$ cat src/rtl/uart_tx_feeder_if.sv
// Handshake bundle between the system-side byte source, the feeder,
// and the UART TX core. The feeder is the slave; the bench or system
// logic driving writes and reporting TX core busy is the master.
interface uart_tx_feeder_if #(
  parameter int DATA_WIDTH = 8,
  parameter int ADDR_WIDTH = 3
);

  logic                  WR_EN;
  logic [DATA_WIDTH-1:0] WR_DATA;
  logic                  TX_EN;
  logic                  TX_BUSY;
  logic [DATA_WIDTH-1:0] TX_P_DATA;
  logic                  TX_DATA_VALID;
  logic                  FULL;
  logic                  EMPTY;
  logic [ADDR_WIDTH:0]   COUNT;
  logic                  WR_ERR;

  modport master (
    output WR_EN, WR_DATA, TX_EN, TX_BUSY,
    input  TX_P_DATA, TX_DATA_VALID, FULL, EMPTY, COUNT, WR_ERR
  );

  modport slave (
    input  WR_EN, WR_DATA, TX_EN, TX_BUSY,
    output TX_P_DATA, TX_DATA_VALID, FULL, EMPTY, COUNT, WR_ERR
  );

endinterface

$ cat src/rtl/uart_tx_feeder.sv
// Byte FIFO plus launch controller in front of the UART TX core.
// Bytes are queued from the system side and handed to the TX core one
// at a time with a single-cycle valid pulse; the next byte goes out only
// after the core's busy flag has been seen high and then low again.
module uart_tx_feeder #(
  parameter int DATA_WIDTH = 8,
  parameter int DEPTH      = 8,
  parameter int ADDR_WIDTH = 3
) (
  input  logic              CLK,
  input  logic              RST,
  uart_tx_feeder_if.slave   link
);

  typedef enum logic [1:0] {
    IDLE      = 2'b00,
    WAIT_BUSY = 2'b01,
    WAIT_DONE = 2'b10
  } state_t;

  localparam logic [ADDR_WIDTH:0]   COUNT_FULL = (ADDR_WIDTH+1)'(DEPTH);
  localparam logic [ADDR_WIDTH:0]   COUNT_ONE  = (ADDR_WIDTH+1)'(1);
  localparam logic [ADDR_WIDTH-1:0] PTR_ONE    = ADDR_WIDTH'(1);

  state_t                state;
  logic [ADDR_WIDTH-1:0] wr_ptr;
  logic [ADDR_WIDTH-1:0] rd_ptr;
  logic [DATA_WIDTH-1:0] mem [DEPTH];

  logic                  push;
  logic                  pop;
  logic [ADDR_WIDTH:0]   count_next;

  // Decide this cycle's push/pop and the resulting occupancy.
  always_comb begin
    // NOTE: every signal written here gets a default first so no latch is inferred.
    push       = 1'b0;
    pop        = 1'b0;
    count_next = link.COUNT;
    // FULL is the registered flag, so a same-cycle pop never makes room.
    push = link.WR_EN && !link.FULL;
    pop  = (state == IDLE) && link.TX_EN && !link.EMPTY && !link.TX_BUSY;
    case ({push, pop})
      2'b10:   count_next = link.COUNT + COUNT_ONE;
      2'b01:   count_next = link.COUNT - COUNT_ONE;
      default: count_next = link.COUNT;
    endcase
  end

  // Store accepted bytes; storage needs no reset since COUNT gates every read.
  // NOTE: the memory array is deliberately left out of reset; only pointers and flags are cleared.
  always_ff @(posedge CLK) begin
    if (push) begin
      mem[wr_ptr] <= link.WR_DATA;
    end
  end

  // Pointers, occupancy flags, error pulse and the launch state machine.
  always_ff @(posedge CLK or negedge RST) begin
    // NOTE: sequential state uses non-blocking assignments so every register samples pre-edge values.
    if (!RST) begin
      state              <= IDLE;
      wr_ptr             <= '0;
      rd_ptr             <= '0;
      link.COUNT         <= '0;
      link.EMPTY         <= 1'b1;
      link.FULL          <= 1'b0;
      link.WR_ERR        <= 1'b0;
      link.TX_DATA_VALID <= 1'b0;
      link.TX_P_DATA     <= '0;
    end else begin
      // Occupancy is tracked by COUNT so a full FIFO is never mistaken
      // for an empty one when the pointers meet after wrapping.
      link.COUNT  <= count_next;
      link.FULL   <= (count_next == COUNT_FULL);
      link.EMPTY  <= (count_next == '0);
      link.WR_ERR <= link.WR_EN && link.FULL;

      if (push) begin
        wr_ptr <= wr_ptr + PTR_ONE;
      end

      case (state)
        IDLE: begin
          link.TX_DATA_VALID <= 1'b0;
          if (pop) begin
            link.TX_P_DATA     <= mem[rd_ptr];
            link.TX_DATA_VALID <= 1'b1;
            rd_ptr             <= rd_ptr + PTR_ONE;
            state              <= WAIT_BUSY;
          end
        end
        WAIT_BUSY: begin
          // Valid was set on the launch edge; clearing here makes it one cycle wide.
          link.TX_DATA_VALID <= 1'b0;
          if (link.TX_BUSY) begin
            state <= WAIT_DONE;
          end
        end
        WAIT_DONE: begin
          link.TX_DATA_VALID <= 1'b0;
          if (!link.TX_BUSY) begin
            state <= IDLE;
          end
        end
        default: begin
          link.TX_DATA_VALID <= 1'b0;
          state              <= IDLE;
        end
      endcase
    end
  end

endmodule
$ cat src/flat_wrapper.sv
// flat-port wrapper written by rule: the top's interface ports become plain ports
module uart_tx_feeder_flat 
#(
  parameter int DATA_WIDTH = 8,
  parameter int DEPTH      = 8,
  parameter int ADDR_WIDTH = 3
)
  (CLK, RST, link_WR_EN, link_WR_DATA, link_TX_EN, link_TX_BUSY, link_TX_P_DATA, link_TX_DATA_VALID, link_FULL, link_EMPTY, link_COUNT, link_WR_ERR);
  uart_tx_feeder_if #(.DATA_WIDTH(DATA_WIDTH), .ADDR_WIDTH(ADDR_WIDTH)) link_i ();
  input  logic CLK;
  input  logic RST;
  input wire logic [$bits(link_i.WR_EN)-1:0] link_WR_EN;
  input wire logic [$bits(link_i.WR_DATA)-1:0] link_WR_DATA;
  input wire logic [$bits(link_i.TX_EN)-1:0] link_TX_EN;
  input wire logic [$bits(link_i.TX_BUSY)-1:0] link_TX_BUSY;
  output wire logic [$bits(link_i.TX_P_DATA)-1:0] link_TX_P_DATA;
  output wire logic [$bits(link_i.TX_DATA_VALID)-1:0] link_TX_DATA_VALID;
  output wire logic [$bits(link_i.FULL)-1:0] link_FULL;
  output wire logic [$bits(link_i.EMPTY)-1:0] link_EMPTY;
  output wire logic [$bits(link_i.COUNT)-1:0] link_COUNT;
  output wire logic [$bits(link_i.WR_ERR)-1:0] link_WR_ERR;
  assign link_i.WR_EN = link_WR_EN;
  assign link_i.WR_DATA = link_WR_DATA;
  assign link_i.TX_EN = link_TX_EN;
  assign link_i.TX_BUSY = link_TX_BUSY;
  assign link_TX_P_DATA = link_i.TX_P_DATA;
  assign link_TX_DATA_VALID = link_i.TX_DATA_VALID;
  assign link_FULL = link_i.FULL;
  assign link_EMPTY = link_i.EMPTY;
  assign link_COUNT = link_i.COUNT;
  assign link_WR_ERR = link_i.WR_ERR;
  uart_tx_feeder #(.DATA_WIDTH(DATA_WIDTH), .DEPTH(DEPTH), .ADDR_WIDTH(ADDR_WIDTH)) u_core (.CLK(CLK), .RST(RST), .link(link_i));
endmodule
$ cat config.mk
export PLATFORM = sky130hd
export DESIGN_NAME = uart_tx_feeder_flat
export DESIGN_NICKNAME = d
export VERILOG_FILES = /design/src/rtl/uart_tx_feeder_if.sv /design/src/rtl/uart_tx_feeder.sv /design/src/flat_wrapper.sv
export SDC_FILE = /design/constraint.sdc
export NUM_CORES = 1
export LEC_CHECK = 0
export BUFFER_PORTS_ARGS = -buffer_cell sky130_fd_sc_hd__buf_2
export CAP_MARGIN = 10
export CORE_MARGIN = 2
export CORE_UTILIZATION = 60
export CTS_BUF_LIST = sky130_fd_sc_hd__clkbuf_4
export DETAILED_ROUTE_END_ITERATION = 8
export GPL_TIMING_DRIVEN = 1
export HOLD_SLACK_MARGIN = 0.05
export PLACE_DENSITY = 0.8
export SLEW_MARGIN = 20
export SYNTH_ARGS = -nofsm -noshare
export SYNTH_HDL_FRONTEND = slang
export SYNTH_SLANG_ARGS = --single-unit
export TNS_END_PERCENT = 30
$ cat constraint.sdc
create_clock -name CLK -period 2.6 [get_ports CLK]
set_input_delay 0.52 -clock CLK [delete_from_list [all_inputs] [get_ports CLK]]
set_output_delay 0.52 -clock CLK [all_outputs]
set_load 0.05 [all_outputs]
==> flow_summary.ini, run 1 <==
[critical_path]
rr_startpoint = u_core.link.EMPTY$_DFF_PN1_
rr_worst_depth = 9
cp_max_fo = 3
crit_path_start_kind = flop
end_kind = flop
critPathKind = flop to flop
arrival_ns = 2.73
setup.worst_path.start = u_core.link.EMPTY$_DFF_PN1_
required_ns = 2.96

[synth]
syn_inst = 197
yosysSeqAreaShare_pct = 71.0
yosys.area.top_type = edfxtp_1
syn_area_um2 = 3550
ys_warn_count = 0
post-synth-top-count-cell = edfxtp_1
synth_top_area_share_pct = 54.1
synthTopCellsByArea = edfxtp_1 (54%), dfrtp_1 (16%), mux4_2 (5.7%)
syn_nets = 215
synth_edf_count = 64
syn_area_per_cell_um2 = 18.0
synth.distinct_cells = 37
synth.top_cells.by_count = edfxtp_1 (64), dfrtp_1 (23), nor2_1 (15)
synth_flop_cell = edfxtp_1
synthArstFlopShare_pct = 27.3
synth-seq-cells = 88

[sta]
report.final.setup_viol = 0
min_period_over_period_pct = 91.3
max_freq_mhz = 421
hold_viol_final = 0
maxSlewHeadroom_pct = 50.4
drv_slew = 0
rsz0062_at_grt = false
worst_pin_slew_ns = 0.744
fin_hold_ws_ns = 0.301
period_needed_ns = 2.37
fin_worst_skew_ns = 0.0156
setup_tns_ns = 0

[global_route]
track_usage_pct = 20.2
grt_pass1_wl_um = 9050
antenna_found_initial = 0
overflow = 0
grtUsageMet3_pct = 6.67
grt_max_degree = 25
grt_use_met2_pct = 31.2
grt_pass1_vias = 1756
grt_util_met1_pct = 27.0
top_usage_layer = met2

[clock_network]
clockBufferDepth = 2
ctsResizeCount = 0
cts_setup_buffers = 0
clk_pin_slew_ns = 0.14
postCtsHoldBufs = 1
root_buffer = clkbuf_4
htree_levels = 3
cts.sinks = 88
cts_tree = built
cts_buffers = 9
clk_latency_ns = 0.43

[finish]
num_antenna_cells = 0
layout-drive-gt1-share_pct = 30.4
seqCellArea_um2 = 2520
multi_input_area_um2 = 966
fin_cells = 325
nets = 263
fillCellCount = 397
area_growth_pct = 12.1

[routing]
vias = 1825
wl_per_cell_um = 18.5
postRouteAntennaNets = 0
drtIter0Drc = 180
route.detailed.drc = 0
avgViaCountPerCell = 5.62
dr.pass1.iters = 4
totalWireLength_um = 6010

[floorplan]
coreArea_um2 = 5820
io_pins = 29
fp.dieW_um = 80.9
die_area_um2 = 6550
start_util_pct = 61.1
die_y_um = 80.9
rows = 28

[place]
numPortBuffers = 28
dp_hpwl_um = 4060
globalplace.congestion = 0.731
dp.cells = 308

[flow_run]
maxCapViolCount = 0

[worst_hold_path]
hold_path.startpoint = link_TX_BUSY
min_path_type = primary input to flop
worstHoldPathCells = 2

[pwr]
leakagePower_nw = 1.50
p_per_area_nw_per_um2 = 1120
ir_worst_vdd_uv = 760

[run_status]
status = complete, no violations
## layer usage
metal	share of wire, %	wire length, µm	vias up
li1	-	-	864
met4	1.6	95	0
met1	45	2690	911
met3	4.4	262	8
met2	49	2960	42
met5	0	0	-
## registers in the layout, indices dropped and copies added (netlist names)
name and count:
u_core.link.FULL 1, u_core.state 2, u_core.rd_ptr 3, u_core.link.COUNT 4, u_core.mem 64, u_core.wr_ptr 3
u_core.link.TX_P_DATA 8, u_core.link.EMPTY 1, u_core.link.TX_DATA_VALID 1, u_core.link.WR_ERR 1
## final timing paths
kind	slack [ns]	end
worst max register to register	0.23	u_core.link.EMPTY$_DFF_PN1_
worst min-delay path	0.30	u_core.state[0]$_DFFE_PN0P_
max in group asynchronous	1.65	u_core.link.EMPTY$_DFF_PN1_
worst max-delay path	0.23	u_core.link.EMPTY$_DFF_PN1_
min in group asynchronous	0.58	u_core.link.TX_P_DATA[1]$_DFFE_PN0P_
worst min register to register	0.54	u_core.wr_ptr[0]$_DFFE_PN0P_
## critical path: stages (launching register included)
cell	delay [ns]
dfstp_2	0.40
nand2b_1	0.19
nor4_1	0.32
ha_1	0.26
xor2_1	0.15
ha_1	0.26
nor2b_1	0.15
a21oi_1	0.08
a211o_1	0.30
a211oi_2	0.19
## stage by stage
stage / worst slack [ns] / util (%) / power (mW) / area [µm²]
final: 0.227 / 68.5 / 4.46 / 3980
after global routing: 0.0764 / 68.5 / 4.72 / 3980
after CTS: 0.228 / 68.5 / 4.50 / 3980
after detailed placement: 0.112 / 66.2 / 3.81 / 3850
after global placement: 0.191 / 66.2 / 3.74 / 3850
after floorplan: 0.100 / - / 3.39 / 3550
## cells by family after synthesis
group,share of synthesized area (%)
AO/OA/AOI/OAI,3.10
adder cells (fa/ha/maj),1.76
AND/OR/NAND/NOR,5.85
XOR/XNOR,2.22
buffers and inverters,1.94
flip-flops,71.0
multiplexers,14.1
## where the power goes
part | switching (mW) | internal, mW | leakage [nW] | total [mW]
Clock | 0.482 | 0.206 | 0.0640 | 0.688
Sequential | 0.266 | 1.84 | 0.865 | 2.10
Combinational | 0.980 | 0.688 | 0.575 | 1.67
## area by class of cell
type	count	area share [%]
Tap cell	75	2.36
Clock buffer	9	1.70
Timing Repair Buffer	44	6.60
Clock inverter	7	1.45
Inverter	3	0.283
Sequential cell	88	63.4
Multi-Input combinational cell	99	24.3
## layout by cell type, fill, tap and decap left out, types with 3 or more instances in the layout
master,count
a21oi_1,10
buf_2,28
edfxtp_1,64
nor2b_1,4
xnor2_1,5
nor2_1,15
clkbuf_4,9
buf_4,15
clkinv_4,3
mux4_2,9
mux2_2,3
nand2_1,5
nand2b_1,4
ha_1,5
mux4_1,7
mux2i_1,8
xor2_1,4
dfrtp_1,23
inv_1,3
No activity file was read; power rests on OpenSTA's default activity.
==> run 2, diff against run 1 <==
==> constraint.sdc (replaced) <==
create_clock -name CLK -period 2.9 [get_ports CLK]
set_input_delay 0.58 -clock CLK [delete_from_list [all_inputs] [get_ports CLK]]
set_output_delay 0.58 -clock CLK [all_outputs]
set_load 0.05 [all_outputs]
==> run 2 against run 1 <==
Global-route usage is 0.22 points lower; non-clock buffer count decreased by 5; sequential power is 10% lower; flip-flop and latch count did not move; critical path type unchanged; core utilization shrank 0.43 points; via count shrank 0.11%; cell area decreased by 0.63%; wire length is 3.5% lower; sequential share of layout area rose by 0.40 points; clock skew up 0.0019 ns; setup slack better by 0.20 ns.
==> flow_summary.ini, run 2 (synthesized netlist as in run 1, its figures left out) <==
[pwr]
p_sw_mw = 1.57
leakagePower_nw = 1.49
p_total_mw = 4.02
ir_worst_vdd_uv = 583
p_per_area_nw_per_um2 = 1020
clockPowerShare_pct = 16.8
power.internal_mw = 2.45
p_sw_share_pct = 39.0
combPwrFrac_pct = 36.6
pwr-share-seq_pct = 46.7

[routing]
avgViaCountPerCell = 5.70
vias = 1823
drtIter0Drc = 157
totalWireLength_um = 5800
wl_per_cell_um = 18.1
dr.pass1.iters = 4
postRouteAntennaNets = 0
route.detailed.drc = 0

[clock_network]
clk_pin_slew_ns = 0.16
postCtsHoldBufs = 0
clk_latency_ns = 0.45
cts_buffers = 9
cts.sinks = 88
cts_setup_buffers = 0
root_buffer = clkbuf_4
ctsResizeCount = 0
cts_tree = built
htree_levels = 3
clockBufferDepth = 2

[sta]
maxSlewHeadroom_pct = 52.2
rsz0062_at_grt = false
setup_tns_ns = 0
hold_viol_final = 0
report.final.setup_viol = 0
drv_slew = 0
fin_worst_skew_ns = 0.0175
period_needed_ns = 2.47
worst_pin_slew_ns = 0.717
max_freq_mhz = 404
min_period_over_period_pct = 85.3

[floorplan]
coreArea_um2 = 5820
die_y_um = 80.9
start_util_pct = 61.1
fp.dieW_um = 80.9
die_area_um2 = 6550
io_pins = 29
rows = 28

[finish]
top_register = u_core.mem
nets = 258
num_antenna_cells = 0
layout-drive-gt1-share_pct = 29.4
reg_top3 = u_core.mem (64), u_core.link.TX_P_DATA (8), u_core.link.COUNT (4)
multi_input_area_um2 = 966
largest_register_ffs = 64
final_cell_mix = edfxtp_1 (64), buf_2 (28), dfrtp_1 (23)
fillCellCount = 391
final_common_cell = edfxtp_1
area_growth_pct = 11.4
seqCellArea_um2 = 2520

[flow_run]
maxCapViolCount = 0

[global_route]
grt_max_degree = 25
overflow = 0
grt_pass1_wl_um = 9160
antenna_found_initial = 0
grt_pass1_vias = 1713
track_usage_pct = 20.0

[place]
numPortBuffers = 28
globalplace.congestion = 0.751
dp_hpwl_um = 3910

[critical_path]
critPathKind = flop to flop
arrival_ns = 2.85
end_kind = flop
cp_max_fo = 5
required_ns = 3.27
crit_path_start_kind = flop

[run_status]
status = complete, no violations

[worst_hold_path]
min_path_type = primary input to async pin
run 2: changes by cell type in the layout (fill, tap and decap cells not counted), sizes merged:
| cell | before | now |
|---|---|---|
| buf | 43 | 39 |
| clkinv | 4 | 2 |
| clkinvlp | 2 | 1 |
| dlygate4sd3 | 1 | 0 |
| inv | 4 | 7 |
run 2: routing by layer:
metal / wire (µm) / GRT usage [%] / up-vias
li1: - / - / 849
met1: 2580 / 27.8 / 916
met2: 2870 / 30.2 / 50
met3: 262 / 4.00 / 8
met4: 89 / 10.7 / 0
met5: 0 / 0 / -
run 2: power groups by stage:
stage	Sequential, mW	Clock (mW)	Combinational [mW]
floorplan	2.15	0	0.890
global placement	1.89	0	1.45
detailed placement	1.91	0	1.49
CTS	1.88	0.687	1.49
global route	1.92	0.742	1.60
finish	1.88	0.674	1.47
run 2: cell type report:
type,instances,share of cell area (%)
clock buffers,9,1.71
clock inverters,7,1.83
inverters,3,0.285
flip-flops and latches,88,63.8
well taps,75,2.37
repair buffers,39,5.63
multi-input cells,99,24.4
run 2: critical path, cell delays in order (launching register included):
cell      delay (ns)
dfstp_2         0.40
nand2b_1        0.17
nor4_1          0.32
ha_1            0.32
xor2_1          0.18
ha_1            0.26
nor2b_1         0.17
a21oi_1         0.10
a211o_1         0.30
a211oi_2        0.18
run 2: path summary, 6_finish.rpt:
check | to | startpoint | slack, ns | depth (start not counted)
min in group CLK | u_core.state[0]$_DFFE_PN0P_ | link_TX_BUSY | 0.34 | 2
hold reg to reg | u_core.wr_ptr[0]$_DFFE_PN0P_ | u_core.wr_ptr[0]$_DFFE_PN0P_ | 0.53 | 1
max in group asynchronous | u_core.link.EMPTY$_DFF_PN1_ | RST | 2.45 | 1
setup reg to reg | u_core.link.EMPTY$_DFF_PN1_ | u_core.link.EMPTY$_DFF_PN1_ | 0.43 | 9
hold / removal | u_core.link.TX_P_DATA[0]$_DFFE_PN0P_ | RST | 0.08 | 1
setup / recovery | u_core.link.EMPTY$_DFF_PN1_ | u_core.link.EMPTY$_DFF_PN1_ | 0.43 | 9
run 2: stage by stage:
stage,util (%),setup WS (ns),std cells,hold WS [ns],area [µm²]
after detailed placement,65.6,0.238,304,0.507,3820
final,68.1,0.425,320,0.0758,3960
after global routing,68.1,0.191,320,0.112,3960
after global placement,65.6,0.363,304,0.500,3820
after CTS,68.1,0.423,320,0.0790,3960
after floorplan,-,0.400,197,0.284,3550
